### src/rtl/ifetch_if.sv
// rtl/ifetch_if.sv - icache, decoder, redirect and branch-commit signals of the fetch unit
interface ifetch_if;
    logic        icache_req;
    logic [31:0] icache_addr;
    logic        icache_valid;
    logic [31:0] icache_instr;
    logic        instr_valid;
    logic [31:0] instr;
    logic [31:0] instr_pc;
    logic        is_jump_instr;
    logic        jump_prediction;
    logic        stall_IF;
    logic        flush;
    logic [31:0] flush_pc;
    logic        br_commit;
    logic [31:0] br_pc;
    logic        br_taken;

    modport master (
        output icache_req, icache_addr, instr_valid, instr, instr_pc, is_jump_instr, jump_prediction,
        input  icache_valid, icache_instr, stall_IF, flush, flush_pc, br_commit, br_pc, br_taken
    );

    modport slave (
        input  icache_req, icache_addr, instr_valid, instr, instr_pc, is_jump_instr, jump_prediction,
        output icache_valid, icache_instr, stall_IF, flush, flush_pc, br_commit, br_pc, br_taken
    );
endinterface

### src/rtl/ifetch.sv
// rtl/ifetch.sv - instruction fetch unit; optional 2-bit BHT branch prediction under IFETCH_BHT_EN
module ifetch #(
    parameter logic [31:0] RESET_PC    = 32'h0,
    parameter int          BHT_ENTRIES = 256
) (
    input logic      clk,
    input logic      rst,
    input logic      rdy,
    ifetch_if.master bus
);
    localparam int IDX_W = $clog2(BHT_ENTRIES);

    typedef enum logic [1:0] {IDLE, WAIT, HOLD, DROP} state_t;

    state_t      state_q, state_d;
    logic [31:0] pc_q, pc_d;
    logic [31:0] instr_q, instr_d;
    logic [31:0] instr_pc_q, instr_pc_d;
    logic        instr_valid_q, instr_valid_d;
    logic        is_jump_q, is_jump_d;
    logic        pred_q, pred_d;

    logic [6:0]  opcode;
    logic        is_jal, is_jalr, is_branch, br_pred;
    logic [31:0] j_imm, b_imm;
    logic        outstanding;

    assign opcode    = bus.icache_instr[6:0];
    assign is_jal    = (opcode == 7'b1101111);
    assign is_jalr   = (opcode == 7'b1100111);
    assign is_branch = (opcode == 7'b1100011);
    assign j_imm = {{12{bus.icache_instr[31]}}, bus.icache_instr[19:12], bus.icache_instr[20],
                    bus.icache_instr[30:21], 1'b0};
    assign b_imm = {{20{bus.icache_instr[31]}}, bus.icache_instr[7], bus.icache_instr[30:25],
                    bus.icache_instr[11:8], 1'b0};

`ifdef IFETCH_BHT_EN
    logic [1:0]       bht_q [BHT_ENTRIES];
    logic [IDX_W-1:0] lookup_idx, update_idx;
    logic             unused_br;

    assign lookup_idx = pc_q[IDX_W+1:2];
    assign update_idx = bus.br_pc[IDX_W+1:2];
    assign br_pred    = bht_q[lookup_idx][1];
    assign unused_br  = ^{bus.br_pc[31:IDX_W+2], bus.br_pc[1:0]};

    always_ff @(posedge clk) begin
        if (rst) begin
            for (int i = 0; i < BHT_ENTRIES; i++) begin
                bht_q[i] <= 2'b01;
            end
        end else if (rdy && bus.br_commit) begin
            if (bus.br_taken && bht_q[update_idx] != 2'b11) begin
                bht_q[update_idx] <= bht_q[update_idx] + 2'b01;
            end else if (!bus.br_taken && bht_q[update_idx] != 2'b00) begin
                bht_q[update_idx] <= bht_q[update_idx] - 2'b01;
            end
        end
    end
`else
    logic unused_br;

    assign br_pred   = 1'b0;
    assign unused_br = ^{bus.br_commit, bus.br_pc, bus.br_taken};
`endif

    // IDLE counts as outstanding: the icache latches the request on the same edge.
    assign outstanding = (state_q == IDLE) || (state_q == WAIT) || (state_q == DROP);

    always_comb begin
        state_d       = state_q;
        pc_d          = pc_q;
        instr_d       = instr_q;
        instr_pc_d    = instr_pc_q;
        instr_valid_d = instr_valid_q;
        is_jump_d     = is_jump_q;
        pred_d        = pred_q;
        if (bus.flush) begin
            pc_d          = bus.flush_pc;
            instr_valid_d = 1'b0;
            state_d       = (outstanding && !bus.icache_valid) ? DROP : IDLE;
        end else begin
            case (state_q)
                IDLE: state_d = WAIT;
                WAIT: begin
                    if (bus.icache_valid) begin
                        instr_d       = bus.icache_instr;
                        instr_pc_d    = pc_q;
                        instr_valid_d = 1'b1;
                        is_jump_d     = is_jal || is_jalr || is_branch;
                        pred_d        = is_jal || (is_branch && br_pred);
                        if (is_jal) begin
                            pc_d = pc_q + j_imm;
                        end else if (is_branch && br_pred) begin
                            pc_d = pc_q + b_imm;
                        end else begin
                            pc_d = pc_q + 32'd4;
                        end
                        state_d = HOLD;
                    end
                end
                HOLD: begin
                    if (!bus.stall_IF) begin
                        instr_valid_d = 1'b0;
                        state_d       = IDLE;
                    end
                end
                DROP: begin
                    if (bus.icache_valid) begin
                        state_d = IDLE;
                    end
                end
                default: state_d = IDLE;
            endcase
        end
    end

    always_ff @(posedge clk) begin
        if (rst) begin
            state_q       <= IDLE;
            pc_q          <= RESET_PC;
            instr_q       <= 32'h0;
            instr_pc_q    <= 32'h0;
            instr_valid_q <= 1'b0;
            is_jump_q     <= 1'b0;
            pred_q        <= 1'b0;
        end else if (rdy) begin
            state_q       <= state_d;
            pc_q          <= pc_d;
            instr_q       <= instr_d;
            instr_pc_q    <= instr_pc_d;
            instr_valid_q <= instr_valid_d;
            is_jump_q     <= is_jump_d;
            pred_q        <= pred_d;
        end
    end

    assign bus.icache_req      = !rst && ((state_q == IDLE) || (state_q == WAIT));
    assign bus.icache_addr     = pc_q;
    assign bus.instr_valid     = instr_valid_q;
    assign bus.instr           = instr_q;
    assign bus.instr_pc        = instr_pc_q;
    assign bus.is_jump_instr   = is_jump_q;
    assign bus.jump_prediction = pred_q;
endmodule

### src/flat_wrapper.sv
// flat-port wrapper written by rule: the top's interface ports become plain ports
module ifetch_flat 
#(
    parameter logic [31:0] RESET_PC    = 32'h0,
    parameter int          BHT_ENTRIES = 256
)
  (clk, rst, rdy, bus_icache_req, bus_icache_addr, bus_instr_valid, bus_instr, bus_instr_pc, bus_is_jump_instr, bus_jump_prediction, bus_icache_valid, bus_icache_instr, bus_stall_IF, bus_flush, bus_flush_pc, bus_br_commit, bus_br_pc, bus_br_taken);
  ifetch_if bus_i ();
  input logic clk;
  input logic rst;
  input logic rdy;
  output wire logic [$bits(bus_i.icache_req)-1:0] bus_icache_req;
  output wire logic [$bits(bus_i.icache_addr)-1:0] bus_icache_addr;
  output wire logic [$bits(bus_i.instr_valid)-1:0] bus_instr_valid;
  output wire logic [$bits(bus_i.instr)-1:0] bus_instr;
  output wire logic [$bits(bus_i.instr_pc)-1:0] bus_instr_pc;
  output wire logic [$bits(bus_i.is_jump_instr)-1:0] bus_is_jump_instr;
  output wire logic [$bits(bus_i.jump_prediction)-1:0] bus_jump_prediction;
  input wire logic [$bits(bus_i.icache_valid)-1:0] bus_icache_valid;
  input wire logic [$bits(bus_i.icache_instr)-1:0] bus_icache_instr;
  input wire logic [$bits(bus_i.stall_IF)-1:0] bus_stall_IF;
  input wire logic [$bits(bus_i.flush)-1:0] bus_flush;
  input wire logic [$bits(bus_i.flush_pc)-1:0] bus_flush_pc;
  input wire logic [$bits(bus_i.br_commit)-1:0] bus_br_commit;
  input wire logic [$bits(bus_i.br_pc)-1:0] bus_br_pc;
  input wire logic [$bits(bus_i.br_taken)-1:0] bus_br_taken;
  assign bus_icache_req = bus_i.icache_req;
  assign bus_icache_addr = bus_i.icache_addr;
  assign bus_instr_valid = bus_i.instr_valid;
  assign bus_instr = bus_i.instr;
  assign bus_instr_pc = bus_i.instr_pc;
  assign bus_is_jump_instr = bus_i.is_jump_instr;
  assign bus_jump_prediction = bus_i.jump_prediction;
  assign bus_i.icache_valid = bus_icache_valid;
  assign bus_i.icache_instr = bus_icache_instr;
  assign bus_i.stall_IF = bus_stall_IF;
  assign bus_i.flush = bus_flush;
  assign bus_i.flush_pc = bus_flush_pc;
  assign bus_i.br_commit = bus_br_commit;
  assign bus_i.br_pc = bus_br_pc;
  assign bus_i.br_taken = bus_br_taken;
  ifetch #(.RESET_PC(RESET_PC), .BHT_ENTRIES(BHT_ENTRIES)) u_core (.clk(clk), .rst(rst), .rdy(rdy), .bus(bus_i));
endmodule
### config.mk
export PLATFORM = sky130hd
export DESIGN_NAME = ifetch_flat
export DESIGN_NICKNAME = d
export VERILOG_FILES = /design/src/rtl/ifetch_if.sv /design/src/rtl/ifetch.sv /design/src/flat_wrapper.sv
export SDC_FILE = /design/constraint.sdc
export NUM_CORES = 1
export LEC_CHECK = 0
export ABC_AREA = 1
export BUFFER_PORTS_ARGS = -buffer_cell sky130_fd_sc_hd__clkbuf_2
export CORE_MARGIN = 1
export CORE_UTILIZATION = 40
export CTS_CLUSTER_DIAMETER = 80
export DETAILED_ROUTE_END_ITERATION = 10
export PLACE_DENSITY = 0.66
export SYNTH_ARGS = -nofsm -noshare
export SYNTH_HDL_FRONTEND = slang
export SYNTH_SLANG_ARGS = --single-unit
export TNS_END_PERCENT = 50
### constraint.sdc
create_clock -name clk -period 1.9 [get_ports clk]
set_clock_uncertainty 0.2 [all_clocks]
set_input_delay 0.285 -clock clk [delete_from_list [all_inputs] [get_ports clk]]
set_output_delay 0.285 -clock clk [all_outputs]
set_load 0.03 [all_outputs]
==> metrics.yaml <==
status: "finished, violations left"
violated_checks: "setup timing"
final.min_clock_period_ns: 2.177
maximum_number_of_pins_on_one_net_before_global_route_repair: 40
finalNetCount: 1709
gpl.final_weighted_congestion: 0.9599
p_seq_frac: 0.362
finish.instance_area_um2: 11230
first_global_vias: 8193
global_route_usage_over_all_layers: 0.2924
dpl.hpwl_um: 21100
antenna-diode-count: 0
vias: 9246
max-slew-margin-rel: 0.7267
tightestPinTransition_ns: 0.4099
final-setup-viol-count: 29
routed_via_density: 5.128
finalHoldWorstSlack_ns: 0.02442
final_min_period_over_clock_period: 1.146
path_max_fanout: 5
cts-root-to-sink-buffers: 2
vdd.ir_drop.worst_uv: 450.3
area_of_the_die_um2: 18680
cellInternalPower_mw: 3.984
cts-buffers-inserted: 9
setup_repair_after_global_routing_missed_its_margin: "yes"
most_frequent_standard_cell_in_the_layout_excluding_fill_and_tap_cells: "sky130_fd_sc_hd__nand2_1"
drv_slew: 0
drt_drc_violations_left: 0
cellLeakagePower_nw: 5.558
cp.arrival_ns: 2.27
pwr-share-clk: 0.315
antenna_found_initial: 0
tritoncts: "yes"
drt-initial-drc-count: 603
syn-instance-count: 1241
routedWlPerCell_um: 15.74
worst_skew_pair.late_latency_ns: 0.37
initial_core_util: 0.4152
die_w_um: 136.7
endpoint: "u_core.bus.icache_addr[11]"
drive_gt1_frac: 0.3904
reg2regPathDepth: 11
clock-root-buffer: "sky130_fd_sc_hd__clkbuf_16"
r2r-start: "u_core.bus.icache_addr[3]"
worst-endpoint-required_ns: 1.99
crit_path_start: "u_core.bus.icache_addr[3]"
hold_violation_total_from_the_final_report: 0
max_clock_freq_mhz: 459.4
layout_setup_ws_ns: -0.2765
ys_warn_count: 0
antenna_violating_nets_post_route: 0
number_of_placement_rows: 48
power.switching_fraction: 0.3627
placed_cells: 1766
hold_path.class: "in -> reg"
timing_worst_setup_path_type: "reg -> reg"
design_power_total_mw: 6.252
drtPass1Iterations: 7
drv.max_cap_violation_count: 0
synth_cell_types: 40
placement.io_buffers: 169
fp.coreArea_um2: 17480
setup.worst_path.end_class: "register"
chipHeight_um: 136.7
globalRouteOverflowTotal: 0
boundaryPins: 204
synth_nets: 1377
layout.cells.non_filler: 1803
setup.worst_path.start_class: "register"
fin_setup_tns_ns: -4.240
grt_pass1_wl_um: 41970
drt-total-wl_um: 28380
power.density_cell_area_nw_per_um2: 556.7
avgSynthCellArea_um2: 5.847
htree_levels: 3
syn_to_final_growth_pct: 54.79
clk_transition_reported_paths_ns: 0.09
most-common-layout-cells: "sky130_fd_sc_hd__nand2_1 (289), sky130_fd_sc_hd__nor2_1 (195), sky130_fd_sc_hd__clkbuf_2 (169), sky130_fd_sc_hd__buf_4 (168), sky130_fd_sc_hd__inv_1 (139)"
seq_area_frac_synth: 0.2787
synth.ff_latch_count: 101
netSwitchingPower_mw: 2.268
rr_endpoint: "u_core.bus.icache_addr[11]"
setup.reg_to_reg.worst_slack_ns: -0.28
cts.sink_count: 101
dpl-instance-area_um2: 9749
pwr-share-comb: 0.323
mapped_cell_area_um2: 7256
cells in the mapped netlist:
master	count	share of area
sky130_fd_sc_hd__o211ai_1	3	0.0031
sky130_fd_sc_hd__inv_2	3	0.0016
sky130_fd_sc_hd__and2_1	2	0.0017
sky130_fd_sc_hd__a22o_1	1	0.0012
sky130_fd_sc_hd__nor3_4	1	0.0022
sky130_fd_sc_hd__a21oi_2	2	0.0024
sky130_fd_sc_hd__buf_4	1	0.0010
sky130_fd_sc_hd__nand4_2	1	0.0017
sky130_fd_sc_hd__a21o_1	2	0.0021
sky130_fd_sc_hd__nor3_1	8	0.0055
sky130_fd_sc_hd__nor3_2	4	0.0055
sky130_fd_sc_hd__nand3_2	2	0.0028
sky130_fd_sc_hd__a221oi_1	1	0.0012
sky130_fd_sc_hd__nand2_1	365	0.19
sky130_fd_sc_hd__dfxtp_1	101	0.28
sky130_fd_sc_hd__xnor2_1	2	0.0024
sky130_fd_sc_hd__clkbuf_1	24	0.012
sky130_fd_sc_hd__nand3_1	59	0.041
sky130_fd_sc_hd__nand3b_1	12	0.012
sky130_fd_sc_hd__xor2_1	14	0.017
sky130_fd_sc_hd__inv_1	147	0.076
sky130_fd_sc_hd__nor2_2	3	0.0026
sky130_fd_sc_hd__fa_1	1	0.0028
sky130_fd_sc_hd__buf_2	17	0.012
sky130_fd_sc_hd__nor3b_1	1	0.0010
sky130_fd_sc_hd__nand4_1	9	0.0078
sky130_fd_sc_hd__or2_2	1	0.00086
sky130_fd_sc_hd__o21bai_1	1	0.0010
sky130_fd_sc_hd__o31ai_1	1	0.0010
sky130_fd_sc_hd__a221oi_2	1	0.0021
sky130_fd_sc_hd__nand2_2	3	0.0026
sky130_fd_sc_hd__a21oi_1	95	0.066
sky130_fd_sc_hd__nor2_4	1	0.0016
sky130_fd_sc_hd__nor2_1	222	0.11
sky130_fd_sc_hd__o22ai_1	1	0.00086
sky130_fd_sc_hd__a31oi_1	2	0.0017
sky130_fd_sc_hd__o21ai_0	90	0.062
sky130_fd_sc_hd__a211oi_1	5	0.0052
sky130_fd_sc_hd__and3_1	1	0.00086
sky130_fd_sc_hd__ha_1	31	0.053
power by group through the flow:
stage	sequential (mW)	clock [mW]	combinational (mW)
3_5_place_dp	2.30	0	1.64
5_1_grt	2.27	2.10	2.17
2_1_floorplan	2.46	0	0.740
4_1_cts	2.26	2.01	1.81
3_3_place_gp	2.30	0	1.63
6_report	2.26	1.97	2.02
area by class of cell:
cell class,instances,area [µm²]
Sequential cell,101,2098
Timing Repair Buffer,363,2451
Tap cell,225,281.5
Multi-Input combinational cell,948,5513
Fill cell,1637,6246
Clock buffer,9,225.2
Inverter,150,573.1
Clock inverter,7,88.84
per-layer routing:
metal / vias up / wire [µm] / GRT usage
met5: - / 0 / 0
met1: 4204 / 12180 / 0.3727
met4: 0 / 892 / 0.1068
met3: 59 / 1841 / 0.03667
met2: 369 / 13470 / 0.5014
li1: 4614 / - / -
worst max-delay path, stage by stage (launching register included):
cell,delay (ns)
sky130_fd_sc_hd__dfxtp_4,0.37
sky130_fd_sc_hd__ha_4,0.32
sky130_fd_sc_hd__buf_4,0.13
sky130_fd_sc_hd__nand2_1,0.05
sky130_fd_sc_hd__nor2_1,0.18
sky130_fd_sc_hd__nand3_2,0.10
sky130_fd_sc_hd__nand3b_1,0.19
sky130_fd_sc_hd__xor2_1,0.21
sky130_fd_sc_hd__nand2_1,0.08
sky130_fd_sc_hd__nand3_1,0.09
sky130_fd_sc_hd__nand2_2,0.07
sky130_fd_sc_hd__a21oi_1,0.13
logic make-up (layout without fill, tap and decap cells):
logic type | count (synthesis) | after routing | synth area share
xor+xnor | 16 | 16 | 0.01931
buf+inv | 192 | 529 | 0.1028
fa+ha+maj | 32 | 32 | 0.05622
flops | 101 | 101 | 0.2787
compound gates | 205 | 205 | 0.1495
simple gates | 695 | 695 | 0.3935
metrics by stage:
step	util	setup WS, ns
CTS	0.6098	-0.2130
global route	0.6426	-0.3843
finish	0.6426	-0.2765
detailed placement	0.5578	-0.4592
global placement	0.5578	-0.4200
floorplan	-	-0.08466
how the worst min path moves through the flow:
stage	startpoint	to	slack, ns	cells past startpoint
floorplan	bus_flush_pc[0]	u_core.bus.icache_addr[0]	0.25	2
global placement	u_core.bus.instr_valid	u_core.bus.instr_valid	0.25	2
finish	bus_icache_instr[5]	u_core.bus.instr[5]	0.02	3
global route	bus_flush_pc[9]	u_core.bus.icache_addr[9]	0.04	3
CTS	bus_icache_instr[16]	u_core.bus.instr[16]	0.006	3
detailed placement	u_core.bus.instr_valid	u_core.bus.instr_valid	0.25	2
repair_timing:
action                                 4_1_cts  5_1_grt
cloned                                       0        1
endpoints found under the hold margin        8        0
hold buffers                                 8        0
setup endpoints to repair                   28       64
buffers inserted                             6        7
resized for setup                          106      138
pin swaps                                   36       54
flip-flops by register name, summed over array words and instances, names as in the netlist:
signal	cells
u_core.state_q	2
u_core.bus.instr_pc	32
u_core.bus.icache_addr	32
u_core.bus.is_jump_instr	1
u_core.bus.jump_prediction	1
u_core.bus.instr	32
u_core.bus.instr_valid	1
Note: power is estimated with default switching activity, not from simulation.
